$ cat src/rtl/axi_verifier_top.sv
// Self-running AXI4-Lite exerciser: fetches RISC-V words, follows JAL,
// and streams every fetched word into a trace buffer on the data port.
module axi_verifier_top #(
  parameter logic [31:0] BOOT_ADDR   = 32'h0000_0080,
  parameter logic [31:0] TRACE_BASE  = 32'h0000_0000,
  parameter int unsigned TRACE_DEPTH = 256
) (
  input  logic        clk_100MHz,
  input  logic        reset_rtl,
  output logic [31:0] m_axi_instr_araddr,
  output logic [2:0]  m_axi_instr_arprot,
  output logic        m_axi_instr_arvalid,
  input  logic        m_axi_instr_arready,
  input  logic [31:0] m_axi_instr_rdata,
  input  logic [1:0]  m_axi_instr_rresp,
  input  logic        m_axi_instr_rvalid,
  output logic        m_axi_instr_rready,
  output logic [31:0] m_axi_data_awaddr,
  output logic [2:0]  m_axi_data_awprot,
  output logic        m_axi_data_awvalid,
  input  logic        m_axi_data_awready,
  output logic [31:0] m_axi_data_wdata,
  output logic [3:0]  m_axi_data_wstrb,
  output logic        m_axi_data_wvalid,
  input  logic        m_axi_data_wready,
  input  logic [1:0]  m_axi_data_bresp,
  input  logic        m_axi_data_bvalid,
  output logic        m_axi_data_bready,
  output logic [31:0] retired_count,
  output logic        axi_error
);

  localparam int unsigned PW = $clog2(TRACE_DEPTH);

  typedef enum logic [2:0] {
    S_IDLE,
    S_FETCH_AR,
    S_FETCH_R,
    S_TRACE,
    S_TRACE_B
  } state_e;

  state_e        state_q, state_d;
  logic [31:0]   pc_q, pc_d;
  logic [31:0]   instr_q, instr_d;
  logic [31:0]   ret_q, ret_d;
  logic [PW-1:0] ptr_q, ptr_d;
  logic          err_q, err_d;
  logic          rerr_q, rerr_d;
  logic          awdone_q, awdone_d;
  logic          wdone_q, wdone_d;

  logic          is_jal;
  logic          misalign;
  logic [31:0]   jal_imm;
  logic [31:0]   jal_tgt;
  logic [31:0]   npc;
  logic          aw_ok;
  logic          w_ok;

  // A word returned with a bad response is traced but never steers the PC.
  always_comb begin
    is_jal   = (instr_q[6:0] == 7'h6F) && !rerr_q;
    jal_imm  = {{11{instr_q[31]}}, instr_q[31], instr_q[19:12],
                instr_q[20], instr_q[30:21], 1'b0};
    jal_tgt  = pc_q + jal_imm;
    misalign = is_jal && jal_tgt[1];
    npc      = is_jal ? (jal_tgt & ~32'd3) : pc_q + 32'd4;
  end

  always_comb begin
    state_d  = state_q;
    pc_d     = pc_q;
    instr_d  = instr_q;
    ret_d    = ret_q;
    ptr_d    = ptr_q;
    err_d    = err_q;
    rerr_d   = rerr_q;
    awdone_d = awdone_q;
    wdone_d  = wdone_q;
    aw_ok    = 1'b0;
    w_ok     = 1'b0;
    unique case (state_q)
      S_IDLE: state_d = S_FETCH_AR;
      S_FETCH_AR: begin
        if (m_axi_instr_arready) state_d = S_FETCH_R;
      end
      S_FETCH_R: begin
        if (m_axi_instr_rvalid) begin
          instr_d = m_axi_instr_rdata;
          rerr_d  = (m_axi_instr_rresp != 2'b00);
          err_d   = err_q | (m_axi_instr_rresp != 2'b00);
          state_d = S_TRACE;
        end
      end
      S_TRACE: begin
        aw_ok    = awdone_q | m_axi_data_awready;
        w_ok     = wdone_q | m_axi_data_wready;
        awdone_d = aw_ok;
        wdone_d  = w_ok;
        if (aw_ok && w_ok) begin
          awdone_d = 1'b0;
          wdone_d  = 1'b0;
          state_d  = S_TRACE_B;
        end
      end
      S_TRACE_B: begin
        if (m_axi_data_bvalid) begin
          err_d   = err_q | (m_axi_data_bresp != 2'b00) | misalign;
          pc_d    = npc;
          ptr_d   = ptr_q + PW'(1);
          ret_d   = ret_q + 32'd1;
          state_d = S_FETCH_AR;
        end
      end
      default: state_d = S_IDLE;
    endcase
  end

  always_ff @(posedge clk_100MHz) begin
    if (reset_rtl) begin
      state_q  <= S_IDLE;
      pc_q     <= BOOT_ADDR;
      instr_q  <= 32'd0;
      ret_q    <= 32'd0;
      ptr_q    <= '0;
      err_q    <= 1'b0;
      rerr_q   <= 1'b0;
      awdone_q <= 1'b0;
      wdone_q  <= 1'b0;
    end else begin
      state_q  <= state_d;
      pc_q     <= pc_d;
      instr_q  <= instr_d;
      ret_q    <= ret_d;
      ptr_q    <= ptr_d;
      err_q    <= err_d;
      rerr_q   <= rerr_d;
      awdone_q <= awdone_d;
      wdone_q  <= wdone_d;
    end
  end

  assign m_axi_instr_araddr  = pc_q;
  assign m_axi_instr_arprot  = 3'b100;
  assign m_axi_instr_arvalid = (state_q == S_FETCH_AR);
  assign m_axi_instr_rready  = (state_q == S_FETCH_R);
  assign m_axi_data_awaddr   = TRACE_BASE + 32'({ptr_q, 2'b00});
  assign m_axi_data_awprot   = 3'b000;
  assign m_axi_data_awvalid  = (state_q == S_TRACE) && !awdone_q;
  assign m_axi_data_wdata    = instr_q;
  assign m_axi_data_wstrb    = 4'hF;
  assign m_axi_data_wvalid   = (state_q == S_TRACE) && !wdone_q;
  assign m_axi_data_bready   = (state_q == S_TRACE_B);
  assign retired_count       = ret_q;
  assign axi_error           = err_q;

endmodule

$ cat config.mk
export PLATFORM = sky130hd
export DESIGN_NAME = axi_verifier_top
export DESIGN_NICKNAME = d
export VERILOG_FILES = /design/src/rtl/axi_verifier_top.sv
export SDC_FILE = /design/constraint.sdc
export NUM_CORES = 1
export LEC_CHECK = 0
export CAP_MARGIN = 10
export CORE_AREA = 2 2 122 124
export CTS_CLUSTER_DIAMETER = 40
export DETAILED_ROUTE_END_ITERATION = 10
export DIE_AREA = 0 0 124 126
export GPL_TIMING_DRIVEN = 1
export PLACE_DENSITY = 0.77
export RECOVER_POWER = 100
export SYNTH_ARGS = -nofsm -noshare
export SYNTH_HDL_FRONTEND = slang
export SYNTH_SLANG_ARGS = --single-unit
$ cat constraint.sdc
create_clock -name clk_100MHz -period 3 [get_ports clk_100MHz]
set_clock_uncertainty 0.1 [all_clocks]
set_input_delay 0.9 -clock clk_100MHz [delete_from_list [all_inputs] [get_ports clk_100MHz]]
set_output_delay 0.9 -clock clk_100MHz [all_outputs]
set_load 0.05 [all_outputs]
==> flow_metrics.py <==
metrics = {
    "logic_synthesis": {
        "yosys-top-cells-area": "dfxtp_1, a21oi_1, nand2_1",
        "syn_area_sq_um": 6840,
        "yosys_warnings": 0,
        "synth_edf_count": 0,
        "synth-seq-cells": 109,
        "synth.distinct_cells": 82,
        "synth_area_leader_cell": "dfxtp_1",
        "async_flop_share": 0,
        "ys_seq_area_frac": 0.319,
        "postSynthAreaPerCell_sq_um": 7.72,
        "syn_inst": 885,
        "dominantRegCellSynth": "dfxtp_1",
        "synth.most_common_cell": "nand2_1",
        "synth_commonest_cells": "nand2_1, dfxtp_1, a21oi_1, nor2_1, buf_4",
        "synth.top_cell.area_share": 0.319,
    },
    "routing": {
        "drt_iter0_markers": 559,
        "ant_nets": 0,
        "drc": 0,
        "wire_per_inst_um": 15.5,
        "drt_pre_antenna_iters": 5,
        "viasPerCell": 5.57,
        "routed_wl_um": 19300,
        "via_count": 6922,
    },
    "place": {
        "placed_area_sq_um": 8640,
        "numPortBuffers": 150,
        "dpl.hpwl_um": 14100,
        "pre_cts_ws_ps": 56.9,
        "gp_congestion": 0.967,
    },
    "global_routing": {
        "grt_overflow": 0,
        "top_usage_layer": "met2",
        "grt_pass1_vias": 6311,
        "grt_max_degree": 56,
        "grt_use_met2": 0.401,
        "grt.total_usage": 0.247,
        "grt_pass1_wl_um": 31200,
        "antenna_found_initial": 0,
        "grt_use_met3": 0.0571,
        "met1_usage": 0.329,
    },
    "setup_path": {
        "crit_chain": "buf_4, dlygate4sd3_1",
        "r2r_cells": 10,
        "cp-end-kind": "output port",
        "worst_setup_path_start_kind": "register",
        "worst-path-buf-inv": 2,
        "reg2reg_slack_ps": 210,
        "required_ps": 2000,
        "slowest_delay_ps": 900,
        "critPathArrivalTime_ps": 1940,
        "worstSetupPathDepth": 2,
        "slowest_stage": "dlygate4sd3_1",
        "setup.worst_path.class": "reg2out",
        "critPathMaxFanout": 11,
        "cpLargestDelayFamily": "buffers and inverters",
    },
    "clock_tree": {
        "cts_buffer_depth": 2,
        "cts_sinks": 109,
        "cts_made_buffers": 9,
        "htree_levels": 3,
        "cts_setup_buffers": 0,
        "cts_tree": "done",
        "clock_latency_ps": 360,
        "clk_pin_slew_ps": 80,
        "cts_root_buf": "clkbuf_16",
    },
    "layout": {
        "syn2layout_area_growth_pct": 29.9,
        "nets": 1129,
        "fillers": 1278,
        "drive_gt1_frac": 0.0803,
        "final_cell_area_sq_um": 8880,
        "n_antenna_cell": 0,
    },
    "floorplan": {
        "core_sq_um": 14300,
        "die-area_sq_um": 15600,
        "initial_utilization": 0.478,
        "die_h_um": 126,
        "die_x_um": 124,
        "rows": 44,
        "io_pins": 187,
    },
    "timing": {
        "hold_ws_ps": 351,
        "worstMarginPinSlew_ps": 1210,
        "finalSetupViolCount": 0,
        "hold_viol_final": 0,
        "fmax_ghz": 0.340,
        "post-route-min-period_ps": 2940,
        "slew_viol_final": 0,
        "slew_headroom": 0.192,
        "setup_ws_ps": 63.0,
        "fin_crit_sh": 0.979,
    },
    "hold_path": {
        "hold_class": "reg2reg",
        "whs_path_depth": 2,
    },
    "run_status": {
        "status": "completed",
    },
    "flow_run": {
        "maxCapViolations": 0,
    },
    "power": {
        "finalPower_uw": 3800,
        "pwr_density_cell_nw_per_um2": 428,
        "ir_worst_vdd_v": 0.000442,
        "leakage_uw": 0.00379,
    },
}
## logic make-up (layout without fill, tap and decap cells)
logic type                 Yosys count  after routing  share of synthesized area
AOI/OAI and AO/OA                  226            226                      0.210
xor gates and xnor gates            58             58                     0.0743
adders and majority gates           33             33                     0.0615
buffers and inverters               94            232                     0.0732
DFF                                109            109                      0.319
muxes                                3              3                    0.00458
other                                2             37                    0.00110
and+or+nand+nor                    360            360                      0.256
## cell type report
type | count | area [sq um] | share of cell area
timing repair buffer | 197 | 1790 | 0.201
sequential | 109 | 2180 | 0.246
inverter | 19 | 71.3 | 0.00803
clock inverter | 7 | 83.8 | 0.00944
tap | 184 | 230 | 0.0259
multi-input combinational | 717 | 4300 | 0.484
clock buffer | 9 | 225 | 0.0254
## worst paths after layout
path                            end            startpoint
min             m_axi_data_wdata[7]   m_axi_data_wdata[7]
max            m_axi_data_wdata[31]  m_axi_data_wdata[31]
min reg2reg     m_axi_data_wdata[7]   m_axi_data_wdata[7]
max reg2reg  m_axi_instr_araddr[29]  m_axi_data_wdata[22]
## timing repair
item	CTS	global route
setup endpoints to repair	0	7
resized for setup	0	10
hold buffers	0	0
endpoints found under the hold margin	0	0
## where the power goes
group	total [uW]	leakage, uW	internal [uW]	switching (uW)
clock network	1250	0.000148	660	589
registers	1580	0.000880	1520	66.8
logic	965	0.00276	285	680
total	3800	0.00379	2460	1340
## metrics by stage
step,std cells,utilization,TNS [ps]
floorplan,920,-,0
global placement,1226,0.603,0
detailed placement,1226,0.603,0
CTS,1242,0.625,0
global route,1242,0.620,-20.3
finish,1242,0.620,0
## cells in the final DEF, fill, tap and decap left out, drive strengths merged, types with 6 or more instances in the layout
master         instances
o21ai                 41
conb                  37
and4                   6
dfxtp                109
buf                   36
clkdlybuf4s50         39
nor2                  92
nand3                 32
inv                   20
a211oi                10
clkbuf                26
and3                  17
ha                    32
a21oi                 99
nand2b                 6
nand2                128
a21o                   9
dlygate4sd3          105
nand4                 18
nor3                  20
xor2                  36
xnor2                 22
a31oi                 12
## worst register-to-register path, cell delays in order (launching register included)
cell and delay (ps):
dfxtp_1 370, inv_1 100, fa_2 390, nor2b_2 150, o2111ai_1 150, and4bb_1 290, o2111ai_2 260, nand3_2 130
a211oi_2 270, mux2_2 350, a21oi_1 160
## metal layers
| metal | vias up | share of wire | wire (um) |
|---|---|---|---|
| met1 | 3218 | 0.44 | 8450 |
| met3 | 28 | 0.064 | 1230 |
| met2 | 245 | 0.48 | 9230 |
| li1 | 3431 | - | - |
| met4 | 0 | 0.017 | 335 |
| met5 | - | 0 | 0 |
## state kept, by name, indices dropped and copies added (netlist names)
name / count
wdone_q: 1
m_axi_data_wdata: 32
awdone_q: 1
ptr_q: 8
retired_count: 32
state_q: 3
axi_error: 1
rerr_q: 1
m_axi_instr_araddr: 30
Power figures use the tool's default switching activity.
==> variant, RTL diff (config.mk and constraints unchanged) <==
Register the output `retired_count` once more; this adds one clock of latency there. The other outputs are not delayed to match.
--- a/src/rtl/axi_verifier_top.sv
+++ b/src/rtl/axi_verifier_top.sv
@@ -152,7 +152,9 @@
   assign m_axi_data_wstrb    = 4'hF;
   assign m_axi_data_wvalid   = (state_q == S_TRACE) && !wdone_q;
   assign m_axi_data_bready   = (state_q == S_TRACE_B);
-  assign retired_count       = ret_q;
+  always_ff @(posedge clk_100MHz) begin
+    retired_count <= ret_q;
+  end
   assign axi_error           = err_q;
 
 endmodule
Behaviour: not the same (Yosys sat finds a counterexample within 10 cycles, from zero or initial values and one cycle with reset_rtl high).
==> variant against the unedited design <==
  * Die area stayed put
  * Routed wire length up 2.2%
  * Cell area grew 8.9%
  * Area after synthesis increased by 9.8%
  * Power up 31%
  * Clock power up 62%
  * Sequential cell count increased by 32
  * Maximum frequency increased by 1.5%
  * Synthesized cell count grew 5.6%
  * Setup slack better by 45 ps
  * Count of clock-buffer cells in the layout grew 8
==> variant: results (changes against the unedited design) <==
* Crit path DAT at 1890 ps (-50 ps)
* Dpl ws at -14.5 ps (-71.4 ps)
* R2r startpoint: m_axi_instr_araddr[6]
* Layout Nets at 1174 (+4.0%)
* Worst Tran Pin Value at 1250 ps (+42.6 ps)
* Leakage power at 4.16 nW (+9.8%)
* Crit path from: m_axi_instr_araddr[16]
* DP HPWL at 14400 um (+2.4%)
* H-tree levels at 4 (+1)
* Clock latency on the worst-skew pair at 430 ps (+70 ps)
* Vias per cell at 5.51 (-1.2%)
* CP Capture Point: m_axi_instr_araddr[16]
* Number of global-route vias before repair at 6647 (+5.3%)
* First-pass GRT wire length at 32200 um (+3.0%)
* WL/cell at 15.2 um (-2.0%)
* Area post-placement at 9150 um^2 (+5.9%)
* Post-Synth XOR/XNOR Area at 6.18% (-1.2 points)
* First-pass iteration count of the detailed router at 6 (+1)
* Maximum vdd drop at 0.440 mV (-0.48%)
* DRT Wirelength at 19700 um (+2.2%)
* Worst hold path depth at 0 (-2)
* Worst R2R Path Depth at 9 (-1)
* Status: finished, final reports clean
* Compound-Gate Fraction of Synth Area at 19.5% (-1.5 points)
* CP Max Fanout at 8 (-3)
* R2r endpoint: m_axi_instr_araddr[27]
* Seq/Total Area, Yosys at 37.6% (+5.7 points)
* GPL Wtd Cong at 0.940 (-2.8%)
* Synth cell types at 72 (-12%)
* Post-Synth Adder-Cell Area at 5.60% (-0.55 points)
* Fin crit share at 96.4% (-1.5 points)
* Inst Count DP at 1263 (+3.0%)
* Largest cells by area after synthesis: dfxtp_1, a21oi_1, nand2_1
* Resize count post-CTS at 2 (+2)
* Worst Hold End: retired_count[31]
* Largest net degree at the start of global routing at 69 (+23%)
* Mapped Cells at 935 (+5.6%)
* All-Layer GR Usage at 25.7% (+1.0 points)
* Post-synthesis mux area share at 0.400% (-0.058 points)
* Initial DRC Count at 714 (+28%)
* CTS buffer count at 17 (+8)
* Ratio of cells with drive above 1 in the final layout at 7.92% (-0.11 points)
* Tightest hold margin at 265 ps (-85.8 ps)
* HP Start: ret_q[31]
==> variant: cell types whose count changed after synthesis, moves of 5 or more <==
cell / unedited run / this run
clkbuf_8: 0 / 6
o21ai_0: 34 / 45
nand4_1: 17 / 11
a31oi_1: 11 / 5
dfxtp_1: 109 / 141
nand3_1: 31 / 36
a21oi_1: 98 / 112
nor2_1: 91 / 97
==> variant: final cells by class <==
type / count / area, um^2
Fill cell: 1228 / 4640
Inverter: 16 / 60.1
Clock buffer: 17 / 425
Multi-Input combinational cell: 738 / 4270
Clock inverter: 15 / 148
Tap cell: 184 / 230
Timing Repair Buffer: 184 / 1710
Sequential cell: 141 / 2820
==> variant: routing by layer <==
metal  up-vias  track usage [%]  part of all wire, %
li1       3566                -                    -
met1      3293             33.3                   44
met2       246             41.6                   48
met3        29             7.02                  6.8
met4         0             8.26                  1.7
met5         -                0                    0
==> variant: report_power, final <==
group          leakage (nW)  switching [mW]  internal (mW)
registers              1.14          0.0718           1.94
logic                  2.74           0.643          0.286
clock network         0.279           0.928           1.10
